==> src/rtl/tengigeth_loop_tester.sv <==
// Loopback initiator: sends numbered test frames on the L3->L2 stream and checks the
// MAC-swapped copies returned on the L2->L3 stream, keeping TX/RX/error counts.
//
// state      | meaning
// TX_IDLE    | waiting for an accepted start pulse
// TX_SEND    | streaming frame beats, back-to-back until cnt frames are sent
// TX_WAIT    | all frames sent; waiting for RX to catch up or for the quiet timeout
// RX_HDR0    | expecting beat 0: dst MAC and first two src MAC bytes
// RX_HDR1    | expecting beat 1: rest of src MAC, EtherType, sequence number
// RX_PAYLOAD | checking pattern bytes, length and last-beat byte enables
// RX_DROP    | discarding until tlast (foreign frame, or test frame missing tlast)
module tengigeth_loop_tester #(
    parameter logic [47:0] gLocalMac  = 48'h0A0B0C0D0E0F,
    parameter logic [47:0] gPeerMac   = 48'h001122334455,
    parameter logic [15:0] gEtherType = 16'h88B5,
    parameter int unsigned gTimeout   = 1024
) (
    input  logic        piEthCoreClk,
    input  logic        piEthCoreRst,
    input  logic        piStart,
    input  logic [10:0] piFrameLen,
    input  logic [15:0] piFrameCnt,
    output logic [63:0] po_Axis_tdata,
    output logic [7:0]  po_Axis_tkeep,
    output logic        po_Axis_tlast,
    output logic        po_Axis_tvalid,
    input  logic        pi_Axis_tready,
    input  logic [63:0] pi_Axis_tdata,
    input  logic [7:0]  pi_Axis_tkeep,
    input  logic        pi_Axis_tlast,
    input  logic        pi_Axis_tvalid,
    output logic        po_Axis_tready,
    output logic        poBusy,
    output logic        poDone,
    output logic [15:0] poTxFrames,
    output logic [15:0] poRxFrames,
    output logic [15:0] poErrCnt
);

    localparam int unsigned TMO_W = (gTimeout > 1) ? $clog2(gTimeout) : 1;
    localparam logic [TMO_W-1:0] TMO_LOAD = TMO_W'(gTimeout - 1);

    typedef enum logic [1:0] {TX_IDLE, TX_SEND, TX_WAIT} tx_state_t;
    typedef enum logic [1:0] {RX_HDR0, RX_HDR1, RX_PAYLOAD, RX_DROP} rx_state_t;

    function automatic logic [7:0] lane_mask(input logic [3:0] n);
        logic [7:0] m;
        for (int l = 0; l < 8; l++) begin
            m[l] = (4'(l) < n);
        end
        return m;
    endfunction

    function automatic logic [7:0] hdr_byte(input logic [127:0] hdr, input logic [3:0] i);
        return hdr[8*(15 - int'(i)) +: 8];
    endfunction

    tx_state_t        tx_state_q, tx_state_d;
    rx_state_t        rx_state_q, rx_state_d;
    logic [10:0]      len_q, len_d;
    logic [15:0]      cnt_q, cnt_d;
    logic [7:0]       beat_q, beat_d;
    logic [15:0]      tx_frames_q, tx_frames_d;
    logic [15:0]      rx_frames_q, rx_frames_d;
    logic [15:0]      err_cnt_q, err_cnt_d;
    logic             busy_q, busy_d;
    logic             done_q, done_d;
    logic [TMO_W-1:0] tmo_q, tmo_d;
    logic             rdy_q;
    logic [10:0]      rx_bcnt_q, rx_bcnt_d;
    logic             rx_err_q, rx_err_d;
    logic             rx_drop_cnt_q, rx_drop_cnt_d;

    logic [127:0] tx_hdr;
    logic [10:0]  tx_len_m1;
    logic         tx_last_beat;
    logic [7:0]   tx_last_keep;
    logic         tx_valid;
    logic [10:0]  tx_idx;
    logic [7:0]   tx_byte;

    logic         rx_beat;
    logic [127:0] rx_hdr;
    logic [10:0]  rx_rem;
    logic         rx_last_exp;
    logic [7:0]   rx_exp_keep;
    logic [10:0]  rx_idx;
    logic [7:0]   rx_exp_byte;
    logic         rx_mism;
    logic         rx_etype_ok;
    logic         rx_done;
    logic         rx_bad;

    // TX beat generation: header bytes from a 128-bit big-endian image, then the seq-offset pattern
    always_comb begin
        tx_hdr       = {gPeerMac, gLocalMac, gEtherType, tx_frames_q};
        tx_len_m1    = len_q - 11'd1;
        tx_last_beat = (beat_q == tx_len_m1[10:3]);
        tx_last_keep = lane_mask({1'b0, tx_len_m1[2:0]} + 4'd1);
        tx_valid     = (tx_state_q == TX_SEND);
        tx_idx       = 11'd0;
        tx_byte      = 8'd0;
        po_Axis_tdata = 64'd0;
        for (int l = 0; l < 8; l++) begin
            tx_idx  = {beat_q, 3'(l)};
            tx_byte = (tx_idx < 11'd16) ? hdr_byte(tx_hdr, tx_idx[3:0])
                                        : tx_frames_q[7:0] + tx_idx[7:0];
            if (tx_valid && (!tx_last_beat || tx_last_keep[l])) begin
                po_Axis_tdata[8*l +: 8] = tx_byte;
            end
        end
        po_Axis_tkeep  = tx_valid ? (tx_last_beat ? tx_last_keep : 8'hFF) : 8'h00;
        po_Axis_tlast  = tx_valid && tx_last_beat;
        po_Axis_tvalid = tx_valid;
    end

    // RX checker: byte index tracked by rx_bcnt_q, header and payload expectations unified
    always_comb begin
        rx_beat       = pi_Axis_tvalid && rdy_q;
        rx_hdr        = {gLocalMac, gPeerMac, gEtherType, rx_frames_q};
        rx_rem        = len_q - rx_bcnt_q;
        rx_last_exp   = (rx_rem <= 11'd8);
        rx_exp_keep   = (rx_rem >= 11'd8) ? 8'hFF : lane_mask(rx_rem[3:0]);
        rx_etype_ok   = ({pi_Axis_tdata[39:32], pi_Axis_tdata[47:40]} == gEtherType);
        rx_idx        = 11'd0;
        rx_exp_byte   = 8'd0;
        rx_mism       = 1'b0;
        for (int l = 0; l < 8; l++) begin
            rx_idx      = rx_bcnt_q + 11'(l);
            rx_exp_byte = (rx_idx < 11'd16) ? hdr_byte(rx_hdr, rx_idx[3:0])
                                            : rx_frames_q[7:0] + rx_idx[7:0];
            if (pi_Axis_tkeep[l] && (pi_Axis_tdata[8*l +: 8] != rx_exp_byte)) begin
                rx_mism = 1'b1;
            end
        end

        rx_state_d    = rx_state_q;
        rx_bcnt_d     = rx_bcnt_q;
        rx_err_d      = rx_err_q;
        rx_drop_cnt_d = rx_drop_cnt_q;
        rx_done       = 1'b0;
        rx_bad        = 1'b0;

        if (rx_beat) begin
            case (rx_state_q)
                RX_HDR0: begin
                    if (pi_Axis_tlast) begin
                        rx_done   = 1'b1;
                        rx_bad    = 1'b1;
                        rx_bcnt_d = 11'd0;
                    end else begin
                        rx_err_d   = rx_mism || (pi_Axis_tkeep != 8'hFF);
                        rx_bcnt_d  = 11'd8;
                        rx_state_d = RX_HDR1;
                    end
                end
                RX_HDR1: begin
                    if (!rx_etype_ok) begin
                        rx_err_d      = 1'b0;
                        rx_drop_cnt_d = 1'b0;
                        rx_bcnt_d     = 11'd0;
                        rx_state_d    = pi_Axis_tlast ? RX_HDR0 : RX_DROP;
                    end else if (pi_Axis_tlast) begin
                        rx_done    = 1'b1;
                        rx_bad     = 1'b1;
                        rx_bcnt_d  = 11'd0;
                        rx_state_d = RX_HDR0;
                    end else begin
                        rx_err_d   = rx_err_q || rx_mism || (pi_Axis_tkeep != 8'hFF);
                        rx_bcnt_d  = 11'd16;
                        rx_state_d = RX_PAYLOAD;
                    end
                end
                RX_PAYLOAD: begin
                    if (pi_Axis_tlast) begin
                        rx_done    = 1'b1;
                        rx_bad     = !rx_last_exp || rx_err_q || rx_mism ||
                                     (pi_Axis_tkeep != rx_exp_keep);
                        rx_bcnt_d  = 11'd0;
                        rx_state_d = RX_HDR0;
                    end else if (rx_last_exp) begin
                        rx_err_d      = 1'b1;
                        rx_drop_cnt_d = 1'b1;
                        rx_bcnt_d     = 11'd0;
                        rx_state_d    = RX_DROP;
                    end else begin
                        rx_err_d  = rx_err_q || rx_mism || (pi_Axis_tkeep != 8'hFF);
                        rx_bcnt_d = rx_bcnt_q + 11'd8;
                    end
                end
                default: begin
                    if (pi_Axis_tlast) begin
                        rx_done    = rx_drop_cnt_q;
                        rx_bad     = rx_drop_cnt_q;
                        rx_bcnt_d  = 11'd0;
                        rx_state_d = RX_HDR0;
                    end
                end
            endcase
        end
    end

    // TX sequencing, completion detection and the shared counters
    always_comb begin
        tx_state_d  = tx_state_q;
        len_d       = len_q;
        cnt_d       = cnt_q;
        beat_d      = beat_q;
        tx_frames_d = tx_frames_q;
        rx_frames_d = rx_frames_q;
        err_cnt_d   = err_cnt_q;
        busy_d      = busy_q;
        done_d      = done_q;
        tmo_d       = tmo_q;

        if (rx_done) begin
            rx_frames_d = rx_frames_q + 16'd1;
            if (rx_bad && (err_cnt_q != 16'hFFFF)) begin
                err_cnt_d = err_cnt_q + 16'd1;
            end
        end

        if ((tx_state_q != TX_WAIT) || rx_beat) begin
            tmo_d = TMO_LOAD;
        end else if (tmo_q != '0) begin
            tmo_d = tmo_q - 1'b1;
        end

        case (tx_state_q)
            TX_IDLE: begin
                if (piStart) begin
                    if (piFrameLen < 11'd60) begin
                        len_d = 11'd60;
                    end else if (piFrameLen > 11'd1514) begin
                        len_d = 11'd1514;
                    end else begin
                        len_d = piFrameLen;
                    end
                    cnt_d       = piFrameCnt;
                    beat_d      = 8'd0;
                    tx_frames_d = 16'd0;
                    rx_frames_d = 16'd0;
                    err_cnt_d   = 16'd0;
                    busy_d      = 1'b1;
                    done_d      = 1'b0;
                    tx_state_d  = (piFrameCnt == 16'd0) ? TX_WAIT : TX_SEND;
                end
            end
            TX_SEND: begin
                if (pi_Axis_tready) begin
                    if (tx_last_beat) begin
                        beat_d      = 8'd0;
                        tx_frames_d = tx_frames_q + 16'd1;
                        if ((tx_frames_q + 16'd1) == cnt_q) begin
                            tx_state_d = TX_WAIT;
                        end
                    end else begin
                        beat_d = beat_q + 8'd1;
                    end
                end
            end
            default: begin
                if ((rx_frames_q == cnt_q) || ((tmo_q == '0) && !rx_beat)) begin
                    busy_d     = 1'b0;
                    done_d     = 1'b1;
                    tx_state_d = TX_IDLE;
                end
            end
        endcase
    end

    always_ff @(posedge piEthCoreClk or posedge piEthCoreRst) begin
        if (piEthCoreRst) begin
            tx_state_q    <= TX_IDLE;
            rx_state_q    <= RX_HDR0;
            len_q         <= 11'd60;
            cnt_q         <= 16'd0;
            beat_q        <= 8'd0;
            tx_frames_q   <= 16'd0;
            rx_frames_q   <= 16'd0;
            err_cnt_q     <= 16'd0;
            busy_q        <= 1'b0;
            done_q        <= 1'b0;
            tmo_q         <= TMO_LOAD;
            rdy_q         <= 1'b0;
            rx_bcnt_q     <= 11'd0;
            rx_err_q      <= 1'b0;
            rx_drop_cnt_q <= 1'b0;
        end else begin
            tx_state_q    <= tx_state_d;
            rx_state_q    <= rx_state_d;
            len_q         <= len_d;
            cnt_q         <= cnt_d;
            beat_q        <= beat_d;
            tx_frames_q   <= tx_frames_d;
            rx_frames_q   <= rx_frames_d;
            err_cnt_q     <= err_cnt_d;
            busy_q        <= busy_d;
            done_q        <= done_d;
            tmo_q         <= tmo_d;
            rdy_q         <= 1'b1;
            rx_bcnt_q     <= rx_bcnt_d;
            rx_err_q      <= rx_err_d;
            rx_drop_cnt_q <= rx_drop_cnt_d;
        end
    end

    assign po_Axis_tready = rdy_q;
    assign poBusy         = busy_q;
    assign poDone         = done_q;
    assign poTxFrames     = tx_frames_q;
    assign poRxFrames     = rx_frames_q;
    assign poErrCnt       = err_cnt_q;

endmodule

==> config.mk <==
export PLATFORM = sky130hd
export DESIGN_NAME = tengigeth_loop_tester
export DESIGN_NICKNAME = d
export VERILOG_FILES = /design/src/rtl/tengigeth_loop_tester.sv
export SDC_FILE = /design/constraint.sdc
export NUM_CORES = 1
export LEC_CHECK = 0
export ABC_AREA = 1
export CAP_MARGIN = 20
export CORE_ASPECT_RATIO = 0.75
export CORE_MARGIN = 2
export CORE_UTILIZATION = 58
export CTS_CLUSTER_SIZE = 40
export DETAILED_ROUTE_END_ITERATION = 8
export GPL_TIMING_DRIVEN = 0
export PLACE_DENSITY = 0.88
export SYNTH_ARGS = -nofsm -noshare
export SYNTH_HDL_FRONTEND = slang
export SYNTH_SLANG_ARGS = --single-unit
==> constraint.sdc <==
create_clock -name piEthCoreClk -period 8.85 [get_ports piEthCoreClk]
set_input_delay 1.3275 -clock piEthCoreClk [delete_from_list [all_inputs] [get_ports piEthCoreClk]]
set_output_delay 1.3275 -clock piEthCoreClk [all_outputs]
set_load 0.05 [all_outputs]
==> impl_metrics.tcl <==
set metrics [dict create \
    outcome "finished clean" \
    rsz0062_at_grt "no" \
    critPathMaxStageDelay_ns 0.95 \
    ys_seq_area_frac 0.233 \
    clk_pin_slew_ns 0.09 \
    most-common-layout-cells "464 x nand2_1, 257 x inv_1, 229 x clkdlybuf4s50_1" \
    critPathLaunchType "flop" \
    grt_pass1_vias 12500 \
    synth_edf_count 0 \
    power_frac_comb 0.596 \
    tightest_slew_ns 1.12 \
    cts_hold_buffers 0 \
    num_vias 14000 \
    vias_per_cell 5.93 \
    yosys_warnings 0 \
    syn_to_final_growth_pct 24.8 \
    dieArea_mm2 0.0216 \
    post_cts_buffers 0 \
    ios 230 \
    end_kind "primary output" \
    synth_seq_cells 110 \
    numPortBuffers 229 \
    first_pass_iters 7 \
    gp_congestion 1.04 \
    pwr-share-clk 0.147 \
    ys_async_sr_fraction 1.00 \
    wirelength_um 43600 \
    p_per_area_mw_per_mm2 193 \
    p_leak_uw 0.00690 \
    worstPathCellList "inv_1 -> ha_1 -> inv_1 -> nor2_1 -> nand2_1 -> nor2_2 -> xor2_1 -> xor2_1 -> nor4b_2 -> nand2_2 -> inv_2 -> o211ai_1 -> nand2_1 -> a2111oi_0 -> clkdlybuf4s50_1" \
    cts_tree "built" \
    cts.repair.resized 0 \
    numCtsBuffers 9 \
    netlist_area_mm2 0.0119 \
    n_antenna_cell 0 \
    track_usage 0.395 \
    grt_pass1_wl_um 67300 \
    insertion_delay_ns 0.37 \
    design.core.area_mm2 0.0202 \
    maxSlewHeadroom 0.252 \
    wl_met1_um 19300 \
    cts_buffer_depth 2 \
    p_total_uw 2860 \
    dieWidth_um 169 \
    swShare 0.524 \
    antenna_found_initial 0 \
    hp-class "flop to flop" \
    utilization 0.735 \
    wl_per_cell_um 18.5 \
    drc_errors 0 \
    htreeDepth 3 \
    finalSetupTns_ns 0 \
    cts.sinks 110 \
    critical_path_class "flop to primary output" \
    fin_nets 2268 \
    die_h_um 128 \
    drv_slew 0 \
    num_rows 45 \
    grt_max_degree 70 \
    mostFrequentLayoutCell "nand2_1" \
    drive_above_1_share 0.0627 \
    cp_data_required_time_ns 7.52 \
    syn_inst 1857 \
    fmax_mhz 171 \
    met3_length_um 5680 \
    cp.arrival_ns 4.52 \
    finalSetupViolations 0 \
    p_seq_frac 0.257 \
    cellInternalPower_uw 1360 \
    clock_skew_ns 0.0142 \
    hold_violations 0 \
    period_share 0.661 \
    slowest_stage "clkdlybuf4s50_1" \
    ys.flop_type "dfrtp_1" \
    drt_iter0_drc 1895 \
    ys_types 64 \
    min_period_ns 5.85 \
    overflow 0 \
    critPathTopFamily "buffers and inverters" \
    start_util 0.589 \
    hold-worst-slack_ns 0.521 \
    cts_root_buf "clkbuf_16" \
    max-cap-violations 0 \
    ir_worst_vdd_mv 0.161 \
    hpwl_um 35100 \
    highest_layer "met4" \
    syn_area_per_cell_um2 6.39 \
    ant_nets 0 \
    crit_fanout 9 \
    power_switching_uw 1500 \
    worst-path-buf-inv 4 \
    wl_met2_um 17800 \
]
[layout make-up]
cell class	instances	area [um^2]
plain buffers	54	264
clock buffers	10	239
clock inverters	6	62.6
fillers	1657	5350
inverters	277	1040
multi-input cells	1417	7790
flip-flops and latches	110	2770
well taps	258	323
repair buffers	230	2310
[synthesized netlist by cell type (23+ instances only)]
library cell	instances	area, um^2
nand2_1	464	1740
inv_1	258	968
nor2_1	188	706
nand3_1	132	661
dfrtp_1	96	2400
o21ai_0	95	475
xor2_1	84	736
a21oi_1	71	355
ha_1	62	776
nand4_1	55	344
nor3_1	43	215
xnor2_1	30	263
clkbuf_1	27	101
o21ai_1	23	115
[metrics by stage]
stage          setup WS [ns]  std cells  cell area [um^2]
6_report                3.00       2362             14800
5_1_grt                 2.80       2362             14800
4_1_cts                 3.04       2362             14800
3_5_place_dp            3.42       2346             14500
3_3_place_gp            3.04       2345             14500
2_1_floorplan           3.12       1858             11900
[power by group through the flow]
stage | logic (uW) | registers [uW] | clock network, uW
finish | 1700 | 734 | 421
global route | 1840 | 744 | 442
CTS | 1660 | 728 | 423
detailed placement | 1640 | 737 | 0
global placement | 1600 | 731 | 0
floorplan | 1120 | 753 | 0
[state kept, by name (all words and copies together), names as in the netlist]
signal and count:
poDone 1, tmo_q 10, poErrCnt 16, rx_bcnt_q 8, rx_err_q 1, rx_drop_cnt_q 1
tx_state_q 2, po_Axis_tready 1, poTxFrames 16, len_q 11, beat_q 8, poBusy 1
poRxFrames 16, rx_state_q 2, cnt_q 16
[cell families (layout without fill, tap and decap cells)]
| group | after synthesis | in the layout | synth area share |
|---|---|---|---|
| buffers and inverters | 331 | 577 | 0.110 |
| adders and majority gates | 64 | 64 | 0.0688 |
| DFF | 110 | 110 | 0.233 |
| muxes | 1 | 1 | 0.000949 |
| and+or+nand+nor | 968 | 968 | 0.365 |
| xor gates and xnor gates | 115 | 115 | 0.0855 |
| other | 2 | 3 | 0.000633 |
| AOI/OAI and AO/OA | 266 | 266 | 0.136 |
[path summary, 6_finish.rpt]
path,from,to,slack (ns),cells past startpoint
max in group asynchronous,piEthCoreRst,poTxFrames[14]$_DFFE_PP0P_,6.61,3
max,len_q[1]$_DFFE_PP0P_,po_Axis_tdata[37],3.00,15
min in group asynchronous,piEthCoreRst,poBusy$_DFFE_PP0P_,1.48,2
min,rx_drop_cnt_q$_DFFE_PP0P_,rx_drop_cnt_q$_DFFE_PP0P_,0.52,2
min reg2reg,rx_drop_cnt_q$_DFFE_PP0P_,rx_drop_cnt_q$_DFFE_PP0P_,0.52,2
max reg2reg,poRxFrames[1]$_DFF_PP0_,poErrCnt[15]$_DFF_PP0_,4.59,25
[worst register-to-register path: cells and delay by family (launching register included)]
family	cells	cell delay, ns
DFF	1	0.53
adders and majority gates	1	0.38
and+or+nand+nor	18	1.89
AOI/OAI and AO/OA	2	0.33
buffers and inverters	4	1.05
[metal layers]
metal / GRT usage / vias to the layer above
met3: 0.111 / 81
met2: 0.563 / 920
li1: - / 6527
met4: 0.0830 / 0
met1: 0.593 / 6490
met5: 0 / -
Power figures use the tool's default switching activity.
